<file path="src/rtl/pcs_rx_ctrl_pkg.sv">
// pcs_rx_ctrl_pkg: shared state encoding and resync counter width for the PCS receive link controller
package pcs_rx_ctrl_pkg;
  typedef enum logic [2:0] {
    IDLE        = 3'd0,
    WAIT_SERDES = 3'd1,
    WAIT_BLOCK  = 3'd2,
    WAIT_AM     = 3'd3,
    WAIT_DESKEW = 3'd4,
    LINK_UP     = 3'd5,
    RESYNC      = 3'd6
  } state_t;
  localparam int RESYNC_CNT_W = 8;
  localparam logic [RESYNC_CNT_W-1:0] RESYNC_CNT_MAX = '1;
endpackage

</file>
<file path="src/rtl/ber_mon_rx.sv">
// ber_mon_rx: windowed invalid-sync-header counter; hi_ber sticks until a window closes below threshold
module ber_mon_rx #(
  parameter int LANE_N      = 4,
  parameter int BER_WIN_CYC = 195313,
  parameter int BER_THRESH  = 97
) (
  input  logic              clk,
  input  logic              reset,
  input  logic              en,
  input  logic [LANE_N-1:0] head_v,
  input  logic [LANE_N-1:0] head_err,
  output logic              hi_ber
);
  localparam int WW = BER_WIN_CYC > 1 ? $clog2(BER_WIN_CYC) : 1;
  localparam int EW = $clog2(BER_THRESH + 1);
  localparam int SW = EW + $clog2(LANE_N + 1);
  logic [WW-1:0] win;
  logic [EW-1:0] err, err_sat;
  logic [SW-1:0] sum;
  logic wrap, hit;
  always_comb begin
    sum = SW'(err);
    for (int i = 0; i < LANE_N; i++) sum = sum + SW'(head_v[i] & head_err[i]);
    err_sat = sum >= SW'(BER_THRESH) ? EW'(BER_THRESH) : EW'(sum);
    hit = err_sat == EW'(BER_THRESH);
    wrap = win == WW'(BER_WIN_CYC - 1);
  end
  // errors on the wrap cycle still count toward the closing window via err_sat
  always_ff @(posedge clk or posedge reset)
    if (reset) begin
      win <= '0;
      err <= '0;
      hi_ber <= 1'b0;
    end else begin
      win <= en && !wrap ? win + 1'b1 : '0;
      err <= en && !wrap ? err_sat : '0;
      hi_ber <= en && ((hi_ber && !wrap) || hit);
    end
endmodule

</file>
<file path="src/rtl/pcs_rx_link_ctrl.sv">
// pcs_rx_link_ctrl: receive link bring-up FSM sequencing serdes, block, AM and deskew lock,
// with timeout-driven resync and BER masking of link_up_o
module pcs_rx_link_ctrl
  import pcs_rx_ctrl_pkg::*;
#(
  parameter int LANE_N      = 4,
  parameter int IS_10G      = 0,
  parameter int TIMEOUT_CYC = 65535,
  parameter int RESYNC_CYC  = 4,
  parameter int BER_WIN_CYC = 195313,
  parameter int BER_THRESH  = 97
) (
  input  logic                    clk,
  input  logic                    reset,
  input  logic [LANE_N-1:0]       serdes_lock_v_i,
  input  logic [LANE_N-1:0]       bs_lock_v_i,
  input  logic [LANE_N-1:0]       am_lock_v_i,
  input  logic                    deskew_v_i,
  input  logic [LANE_N-1:0]       head_v_i,
  input  logic [LANE_N-1:0]       head_err_v_i,
  output logic [LANE_N-1:0]       lane_rst_o,
  output logic                    deskew_rst_o,
  output logic                    link_up_o,
  output logic                    hi_ber_o,
  output logic [2:0]              state_o,
  output logic [RESYNC_CNT_W-1:0] resync_cnt_o
);
  localparam int CYC_MAX = TIMEOUT_CYC > RESYNC_CYC ? TIMEOUT_CYC : RESYNC_CYC;
  localparam int CW = $clog2(CYC_MAX + 1);
  state_t state, nxt;
  logic [CW-1:0] cyc;
  logic s_ok, b_ok, a_ok, lost, tmo, hi_ber;
  always_comb begin
    nxt = state;
    s_ok = &serdes_lock_v_i;
    b_ok = &bs_lock_v_i;
    a_ok = &am_lock_v_i || IS_10G != 0;
    lost = (state inside {WAIT_BLOCK, WAIT_AM, WAIT_DESKEW, LINK_UP} && !s_ok)
        || (state inside {WAIT_AM, WAIT_DESKEW, LINK_UP} && !b_ok)
        || (state inside {WAIT_DESKEW, LINK_UP} && !a_ok);
    tmo = state inside {WAIT_BLOCK, WAIT_AM, WAIT_DESKEW} && cyc == CW'(TIMEOUT_CYC - 1);
    case (state)
      IDLE:        nxt = WAIT_SERDES;
      WAIT_SERDES: nxt = s_ok ? WAIT_BLOCK : WAIT_SERDES;
      WAIT_BLOCK:  nxt = b_ok ? (IS_10G != 0 ? LINK_UP : WAIT_AM) : WAIT_BLOCK;
      WAIT_AM:     nxt = a_ok ? WAIT_DESKEW : WAIT_AM;
      WAIT_DESKEW: nxt = deskew_v_i ? LINK_UP : WAIT_DESKEW;
      LINK_UP:     nxt = LINK_UP;
      RESYNC:      nxt = cyc == CW'(RESYNC_CYC - 1) ? WAIT_SERDES : RESYNC;
      default:     nxt = IDLE;
    endcase
    if (lost || tmo) nxt = RESYNC;
  end
  always_ff @(posedge clk or posedge reset)
    if (reset) begin
      state <= IDLE;
      cyc <= '0;
      resync_cnt_o <= '0;
    end else begin
      state <= nxt;
      cyc <= (nxt != state || !(state inside {WAIT_BLOCK, WAIT_AM, WAIT_DESKEW, RESYNC})) ? '0 : cyc + 1'b1;
      if (nxt == RESYNC && state != RESYNC && resync_cnt_o != RESYNC_CNT_MAX)
        resync_cnt_o <= resync_cnt_o + 1'b1;
    end
  assign lane_rst_o = {LANE_N{state == IDLE || state == RESYNC}};
  assign deskew_rst_o = !(state == WAIT_DESKEW || state == LINK_UP);
  assign link_up_o = state == LINK_UP && !hi_ber;
  assign hi_ber_o = hi_ber;
  assign state_o = state;
  ber_mon_rx #(
    .LANE_N(LANE_N),
    .BER_WIN_CYC(BER_WIN_CYC),
    .BER_THRESH(BER_THRESH)
  ) u_ber (
    .clk(clk),
    .reset(reset),
    .en(b_ok),
    .head_v(head_v_i),
    .head_err(head_err_v_i),
    .hi_ber(hi_ber)
  );
endmodule
</file>
<file path="config.mk">
export PLATFORM = sky130hd
export DESIGN_NAME = pcs_rx_link_ctrl
export DESIGN_NICKNAME = d
export VERILOG_FILES = /design/src/rtl/pcs_rx_ctrl_pkg.sv /design/src/rtl/ber_mon_rx.sv /design/src/rtl/pcs_rx_link_ctrl.sv
export SDC_FILE = /design/constraint.sdc
export NUM_CORES = 1
export LEC_CHECK = 0
export BUFFER_PORTS_ARGS = -buffer_cell sky130_fd_sc_hd__clkbuf_2
export CAP_MARGIN = 20
export CORE_ASPECT_RATIO = 1.2
export CORE_MARGIN = 2
export CORE_UTILIZATION = 28
export CTS_CLUSTER_SIZE = 16
export DETAILED_ROUTE_END_ITERATION = 10
export PLACE_DENSITY = 0.4
export SLEW_MARGIN = 20
export SYNTH_ARGS = -nofsm -noshare
export SYNTH_HDL_FRONTEND = slang
export SYNTH_HIERARCHICAL = 1
export SYNTH_SLANG_ARGS = --single-unit
</file>
<file path="constraint.sdc">
create_clock -name clk -period 4.1 [get_ports clk]
set_input_delay 0.615 -clock clk [delete_from_list [all_inputs] [get_ports clk]]
set_output_delay 0.615 -clock clk [all_outputs]
set_load 0.01 [all_outputs]
</file>
* After elaboration in Yosys (flattened, before gate mapping)
Cells that the tools add are included.
** Word-level totals
- Register bits after elaboration :: 53
- Output and inout bits :: 18
** Operators by class
- Reduce and logical (&&, ||, !) cells :: 33
- Mux-type cells :: 11
- Bitwise logic cells :: 4
- Equal/unequal tests :: 14
- Order comparisons :: 1
- $add $sub $neg :: 7
** Operators with widths (count)
- 10-bit adder :: 3
- 3-bit case mux with 7 select lines :: 1
- 18-bit by 1-bit adder with 18-bit output (second input constant) :: 1
- 18-bit equality test (second input constant) :: 1
- 18-bit 2-to-1 mux :: 1
- 16-bit by 1-bit adder with 16-bit output (second input constant) :: 1
- 16-bit equality test (second input constant) :: 1
- 16-bit by 2-bit equality test with 1-bit output (second input constant) :: 1
- 16-bit 2-to-1 mux :: 1
- 7-bit 2-to-1 mux :: 2
- 3-bit equality test (second input constant) :: 4
- 4-bit AND reduction :: 3
- 7-bit by 10-bit adder with 10-bit output :: 1
- 10-bit by 7-bit greater-or-equal comparator with 1-bit output (second input constant) :: 1
- 1-bit logical AND :: 10
- 3-bit 2-to-1 mux :: 3
- 8-bit by 1-bit adder with 8-bit output (second input constant) :: 1
- 8-bit != test (second input constant) :: 1
- 4-bit nonzero test :: 2
- 7-bit equality test (second input constant) :: 1
- 1-bit zero test :: 7
- 1-bit logical OR :: 7
- 3-bit by 2-bit equality test with 1-bit output (second input constant) :: 2
- 3-bit nonzero test :: 2
- 8 further kinds :: 12

* Logic depth before layout (Yosys ltp)
Gate-level depths: netlist (run 1).
- Depth after elaboration :: 10
- Gate-level depth with buffers :: 10

* By module
The synthesis (run 1) kept the hierarchy.
** Modules (own cells, without submodules)
- pcs_rx_link_ctrl :: cells an instance 177, area each 1775.5 um^2, instances 1
- ber_mon_rx :: cells an instance 169, area each 1576.5 um^2, instances 1

* Worst setup path before layout (run 1)
Ideal clock, no wire load.
- Path kind :: input -> register
- From :: input port head_v_i[1]
- To :: register u_ber.hi_ber
- Data required time :: 3981 ps
- Library setup time :: 119 ps
- Stages :: 9
- Buffers on the path :: 0
- Path slack :: 1002 ps
- Arrival time :: 2979 ps
- Cells stage by stage :: and2_1 -> fa_1 -> fa_1 -> ha_1 -> o2111a_1 -> or2_2 -> o211ai_1 -> a31oi_4 -> o21a_1
** Between the ends
- Cells in the longest elaborated chain, start to end :: 9
** Ends and longest elaborated chain
- start: declaration :: line pcs_rx_link_ctrl.sv:19 : input logic [LANE_N-1:0] head_v_i,
- 1-bit AND (*) :: line ber_mon_rx.sv:23 : for (int i = 0; i < LANE_N; i++) sum = sum + SW'(head_v[i] & head_err[i]);
- 10-bit adder (*) (3 in a row) :: line ber_mon_rx.sv:23
- 10-bit by 7-bit greater-or-equal comparator with 1-bit output :: line ber_mon_rx.sv:24 : err_sat = sum >= SW'(BER_THRESH) ? EW'(BER_THRESH) : EW'(sum);
- 7-bit 2-to-1 mux (*) :: line ber_mon_rx.sv:24
- 7-bit equality test (*) :: line ber_mon_rx.sv:25 : hit = err_sat == EW'(BER_THRESH);
- 1-bit logical OR (*) :: line ber_mon_rx.sv:37 : hi_ber <= en && ((hi_ber && !wrap) || hit);
- 1-bit logical AND (*) :: line ber_mon_rx.sv:37
- end signal: assignment :: line ber_mon_rx.sv:37
- end: declaration :: line ber_mon_rx.sv:12 : output logic hi_ber
Every way passes the cells marked *; elsewhere a longest branch is shown, timed or not.
A chain may end at the register's enable or synchronous reset.

* Worst setup path after layout (run 1)
- From :: input port head_v_i[1]
- To :: register u_ber.err[0]
** Between the ends
- Cells in the longest elaborated chain, start to end :: 7
** Ends and longest elaborated chain
- 1-bit AND (*) :: line ber_mon_rx.sv:23
- 10-bit adder (*) (3 in a row) :: line ber_mon_rx.sv:23
- 10-bit by 7-bit greater-or-equal comparator with 1-bit output :: line ber_mon_rx.sv:24
- 7-bit 2-to-1 mux (*) :: line ber_mon_rx.sv:24
- 7-bit 2-to-1 mux (*) :: line ber_mon_rx.sv:36 : err <= en && !wrap ? err_sat : '0;
- end signal: assignment :: line ber_mon_rx.sv:36
- end: declaration :: line ber_mon_rx.sv:18 : logic [EW-1:0] err, err_sat;
Marked as above.

==> results of run 1 <==
report_power, final:
part           leakage, nW  internal [W]  total (W)  switching [W]
Clock               0.0831      0.000305   0.000494       0.000189
Sequential           0.719      0.000578   0.000686       0.000108
Combinational        0.786      0.000224   0.000598       0.000374
Total                 1.59       0.00111    0.00178       0.000671
metrics by stage:
| stage | hold WS (ns) | cells | util (%) |
|---|---|---|---|
| 2_1_floorplan | 0.469 | 346 | - |
| 3_3_place_gp | 0.515 | 533 | 31.7 |
| 3_5_place_dp | 0.518 | 534 | 31.8 |
| 4_1_cts | 0.380 | 542 | 33.3 |
| 5_1_grt | 0.415 | 542 | 33.3 |
| 6_report | 0.365 | 542 | 33.3 |
logic make-up (layout without fill, tap and decap cells):
family                   count (synthesis)  in the layout  share of synthesized area [%]
AND/OR/NAND/NOR                        158            158                           25.4
buffers and inverters                   25             64                           3.99
adder cells (fa/ha/maj)                  9              9                           3.81
XOR/XNOR                                39             39                           10.4
flip-flops                              53             53                           39.6
AO/OA/AOI/OAI                           59             59                           15.9
multiplexers                             3              3                          0.970
per-layer routing:
metal,track usage [%],part of all wire [%]
met5,0,0
met4,3.89,1.2
met3,2.20,2.4
met2,24.0,53
met1,13.6,43
flip-flops by register name, summed over array words and instances, names as in the netlist:
name          flops
state_o           3
u_ber/err         7
u_ber/hi_ber      1
resync_cnt_o      8
cyc              16
u_ber/win        18
layout make-up:
cell class | instances | area, um2 | area share, %
repair buffers | 43 | 230 | 5.95
clock buffers | 6 | 139 | 3.59
well taps | 157 | 196 | 5.08
clock inverters | 2 | 37.5 | 0.970
multi-input cells | 268 | 1890 | 48.9
inverters | 13 | 48.8 | 1.26
flip-flops and latches | 53 | 1330 | 34.3
how the worst min path moves through the flow:
stage                         start              end  slack [ns]  cells after the start
floorplan              u_ber/win[0]     u_ber/win[0]        0.47                      1
global placement    resync_cnt_o[7]  resync_cnt_o[7]        0.52                      1
detailed placement  resync_cnt_o[7]  resync_cnt_o[7]        0.52                      1
CTS                           reset     u_ber/win[8]        0.38                      2
global route                  reset     u_ber/win[8]        0.42                      2
finish                        reset     u_ber/win[8]        0.36                      2
critical path: cells and delay by family:
family | cells | cell delay, ns
adder cells (fa/ha/maj) | 3 | 1.18
AO/OA/AOI/OAI | 4 | 0.82
buffers and inverters | 1 | 0.08
AND/OR/NAND/NOR | 2 | 0.50
cells in the final DEF (no fill, tap or decap), types with 3 or more instances in the layout:
| master | n |
|---|---|
| nor3_1 | 15 |
| nand2b_1 | 5 |
| o21ai_0 | 11 |
| dfrtp_1 | 53 |
| ha_1 | 7 |
| or3_1 | 5 |
| clkbuf_2 | 40 |
| nor2b_1 | 3 |
| a211oi_1 | 7 |
| xnor2_1 | 20 |
| a21oi_1 | 4 |
| and3_1 | 5 |
| inv_1 | 13 |
| and2_1 | 6 |
| nand3_1 | 18 |
| nor4_1 | 3 |
| nand4_1 | 15 |
| clkbuf_16 | 5 |
| and4_1 | 4 |
| a211oi_2 | 10 |
| nor2_1 | 32 |
| nand2_1 | 30 |
| o2111ai_1 | 3 |
| xor2_1 | 18 |
==> impl_metrics.json, run 1 <==
{
  "layout-drive-gt1-share_pct": 20.0,
  "worstPathCellList": "clkbuf_2 > and2_1 > fa_1 > fa_1 > ha_1 > o2111a_1 > or2_2 > a311oi_2 > a31oi_4 > o21ba_1",
  "worstSetupPathType": "input pin to flop",
  "startpoint": "head_v_i[1]",
  "fin_nets": 416,
  "drt-vias-per-instance": 4.86,
  "wirelength_mm": 7.46,
  "r2r_end": "u_ber/err[0]",
  "setup_ws_ns": 1.09,
  "drt_first_pass_iters": 4,
  "fin_area_mm2": 0.00387,
  "start_kind": "input pin",
  "synth_top_cell_by_area": "dfrtp_1",
  "cts_setup_buffers": 0,
  "fill_cells": 1272,
  "p_leak_nw": 1.59,
  "path_clk_slew_ns": 0.07,
  "grt_antenna_before_repair": 0,
  "yosysWarnings": 6,
  "grt_pass1_vias": 2731,
  "hold_viol": 0,
  "clock_latency_ns": 0.29,
  "cp-end-kind": "flop",
  "synth_ff_type": "dfrtp_1",
  "synth_async_sr_flop_share_pct": 100,
  "drv_cap": 0,
  "htree_levels": 2,
  "critical_path_required_ns": 4.28,
  "place.gp.congestion": 0.833,
  "status": "complete, no violations",
  "power_density_mw_per_mm2": 459,
  "grt.overflow.total": 0,
  "slew_headroom_pct": 25.2,
  "syn_nets": 378,
  "post-route-period-util_pct": 73.5,
  "synth_seq_cells": 53,
  "dieArea_mm2": 0.0129,
  "initial_core_util_pct": 28.8,
  "syn_area_mm2": 0.00335,
  "syn_to_final_growth_pct": 15.5,
  "vias": 2633,
  "min_path_type": "input pin to asynchronous set/reset pin",
  "cts_tree": "yes",
  "ctsHoldBuffers": 0,
  "cts_buffers": 5,
  "synth_edf_count": 0,
  "yosysSeqAreaShare_pct": 39.6,
  "die_w_um": 104,
  "reg2reg_from": "u_ber/err[0]",
  "clock_tree.root_cell": "clkbuf_16",
  "ir_drop_uv": 319,
  "diodes": 0,
  "setup_violations": 0,
  "post_dp_cell_area_mm2": 0.00369,
  "fmax_mhz": 332,
  "cts_repair_resize_count": 0,
  "path_common_cell": "fa_1",
  "ctsLongestPathBuffers": 2,
  "power_w": 0.00178,
  "core_mm2": 0.0116,
  "synth.most_common_cell": "dfrtp_1",
  "slew_viol_final": 0,
  "r2r_cells": 8,
  "drt-initial-drc-count": 58,
  "yosys.cell_types.count": 66,
  "r2r_setup_slack_ns": 1.24,
  "dp_slack_ns": 0.761,
  "die_h_um": 124,
  "fin_skew_ns": 0.00731,
  "worstSetupEndpoint": "u_ber/err[0]",
  "grt_max_degree": 28,
  "post-dp-hpwl_mm": 5.54,
  "crit_path_top_delay_cell": "fa_1",
  "synth_area_leaders": "dfrtp_1 (40%), xnor2_1 (5.2%), xor2_1 (4.7%), a211oi_2 (3.7%), nor2_1 (3.6%)",
  "fin_setup_tns_ns": 0,
  "rows": 43,
  "fin_crit_ns": 3.01,
  "avgSynthCellArea_um2": 9.69,
  "max_stage_delay_ns": 0.47,
  "routedWlPerCell_um": 13.8,
  "cts.sinks": 53,
  "synth_top_area_share_pct": 39.6,
  "syn_inst": 346,
  "gr-usage-all-layers_pct": 12.3,
  "grt_pass1_wl_mm": 13.0,
  "netlist_top_cells_count": "dfrtp_1 (53), nor2_1 (32), nand2_1 (30)",
  "ios": 41,
  "drc_errors": 0,
  "crit_arrival_ns": 3.19,
  "io_buffers": 40,
  "max_slew.worst_pin.slew_ns": 1.12,
  "rsz0062_at_grt": "false",
  "ant_nets": 0,
  "path_max_fanout": 6
}
Note: power is estimated with default switching activity, not from simulation.
==> run 2, diff against run 1 <==
clock period = 2.78 ns   (was 4.1 ns; I/O delays follow)
==> run 2 against run 1 <==
Clock power rose by 26%. Critical path depth unchanged. Global-route usage rose by 0.54 points. Largest cell class unchanged. Routed wire length up 4.7%.
==> impl_metrics.json, run 2 (synthesis results as in run 1) <==
{
  "biggestRegsByFlops": "u_ber/win: 18 flops, cyc: 16 flops, resync_cnt_o: 8 flops",
  "hold_viol": 0,
  "critical_path_required_ns": 3.01,
  "start_kind": "input pin",
  "fin_area_mm2": 0.00400,
  "grt_pass1_vias": 2798,
  "slew_headroom_pct": 65.4,
  "fin_crit_ns": 2.64,
  "max_slew.worst_pin.slew_ns": 0.519,
  "layout-drive-gt1-share_pct": 24.3,
  "slew_viol_final": 0,
  "fin_setup_tns_ns": 0,
  "clock_tree.root_cell": "clkbuf_16",
  "status": "complete, no violations",
  "ios": 41,
  "rows": 43,
  "cts_tree": "yes",
  "cp-end-kind": "flop",
  "htree_levels": 2,
  "place.gp.congestion": 0.825,
  "fmax_mhz": 379,
  "worstSetupPathType": "input pin to flop",
  "grt_antenna_before_repair": 0,
  "ir_drop_uv": 405,
  "setup_ws_ns": 0.139,
  "wirelength_mm": 7.81,
  "dieArea_mm2": 0.0129,
  "dp_slack_ns": -0.210,
  "r2r_cells": 8,
  "cts_buffers": 5,
  "wl_met3_um": 226,
  "drt-initial-drc-count": 50,
  "crit_arrival_ns": 2.88,
  "initial_core_util_pct": 28.8,
  "top_register": "u_ber/win",
  "post-dp-hpwl_mm": 5.84,
  "die_w_um": 104,
  "crit_path_top_delay_cell": "fa_1",
  "wl_met2_mm": 4.06,
  "fin_skew_ns": 0.0114,
  "syn_to_final_growth_pct": 19.3,
  "path_max_fanout": 6,
  "r2r_setup_slack_ns": 0.16,
  "wl_met1_mm": 3.38,
  "startpoint": "head_v_i[1]",
  "die_h_um": 124,
  "ctsHoldBuffers": 0,
  "drt_first_pass_iters": 4,
  "ant_nets": 0,
  "clock_latency_ns": 0.29,
  "gr-usage-all-layers_pct": 12.8,
  "grt_max_degree": 28,
  "power_density_mw_per_mm2": 645,
  "routed.top_layer": "met4",
  "io_buffers": 40,
  "post_dp_cell_area_mm2": 0.00383,
  "rsz0062_at_grt": "false",
  "largest_reg_flops": 18,
  "reg2reg_from": "u_ber/err[0]",
  "vias": 2743,
  "r2r_end": "u_ber/err[0]",
  "hold_ws_ns": 0.160,
  "grt_pass1_wl_mm": 13.4,
  "final_cell_mix": "dfrtp_1 (53), clkbuf_2 (40), nor2_1 (32)",
  "min_path_type": "input pin to asynchronous set/reset pin",
  "final_common_cell": "dfrtp_1",
  "drc_errors": 0,
  "p_leak_nw": 1.66,
  "routedWlPerCell_um": 13.9,
  "fin_util_pct": 34.4,
  "worstPathCellList": "clkbuf_2 > and2_1 > fa_1 > fa_2 > ha_2 > o2111a_1 > o21a_1 > o32a_1 > a31oi_4 > o21ba_1",
  "ctsLongestPathBuffers": 2,
  "fin_nets": 435,
  "drt-vias-per-instance": 4.89,
  "cts.sinks": 53,
  "post-route-period-util_pct": 95.0,
  "core_mm2": 0.0116,
  "path_clk_slew_ns": 0.07,
  "drv_cap": 0,
  "max_stage_delay_ns": 0.50,
  "setup_violations": 0,
  "grt.overflow.total": 0,
  "diodes": 0
}
[run 2: cell type report]
class | instances | area (um2)
repair buffers | 62 | 365
well taps | 157 | 196
fillers | 1223 | 7620
clock inverters | 2 | 13.8
flip-flops and latches | 53 | 1330
inverters | 13 | 48.8
clock buffers | 6 | 129
multi-input cells | 268 | 1920
[run 2: timing repair]
action	in CTS	in global routing
setup endpoints to repair	0	7
setup buffers	0	1
gates resized for setup	0	3
[run 2: worst max-delay path: cells and delay by family]
family | cells | cell delay (ns)
fa+ha+maj | 3 | 1.09
simple gates | 1 | 0.16
compound gates | 5 | 1.13
buf+inv | 1 | 0.07
[run 2: per-stage QoR]
step	total power (W)	instances
global route	0.00276	561
global placement	0.00200	552
detailed placement	0.00199	552
CTS	0.00264	560
floorplan	0.00173	346
finish	0.00258	561
[run 2: how the worst max path moves through the flow]
| stage | to | slack (ns) |
|---|---|---|
| floorplan | u_ber/err[0] | 0.02 |
| global placement | u_ber/hi_ber | -0.14 |
| detailed placement | u_ber/hi_ber | -0.21 |
| CTS | u_ber/hi_ber | 0.03 |
| global route | u_ber/hi_ber | 0.003 |
| finish | u_ber/err[0] | 0.14 |
[run 2: report_power, final]
group / total [W] / leakage (nW) / switching (W) / internal [W]
clock: 0.000621 / 0.0712 / 0.000284 / 0.000337
combinational: 0.000985 / 0.871 / 0.000600 / 0.000385
sequential: 0.000973 / 0.719 / 0.000120 / 0.000853
[run 2: metal layers]
metal / GRT usage [%] / up-vias
li1: - / 1360
met1: 14.5 / 1332
met2: 24.4 / 41
met3: 2.25 / 10
met4: 4.73 / 0
met5: 0 / -
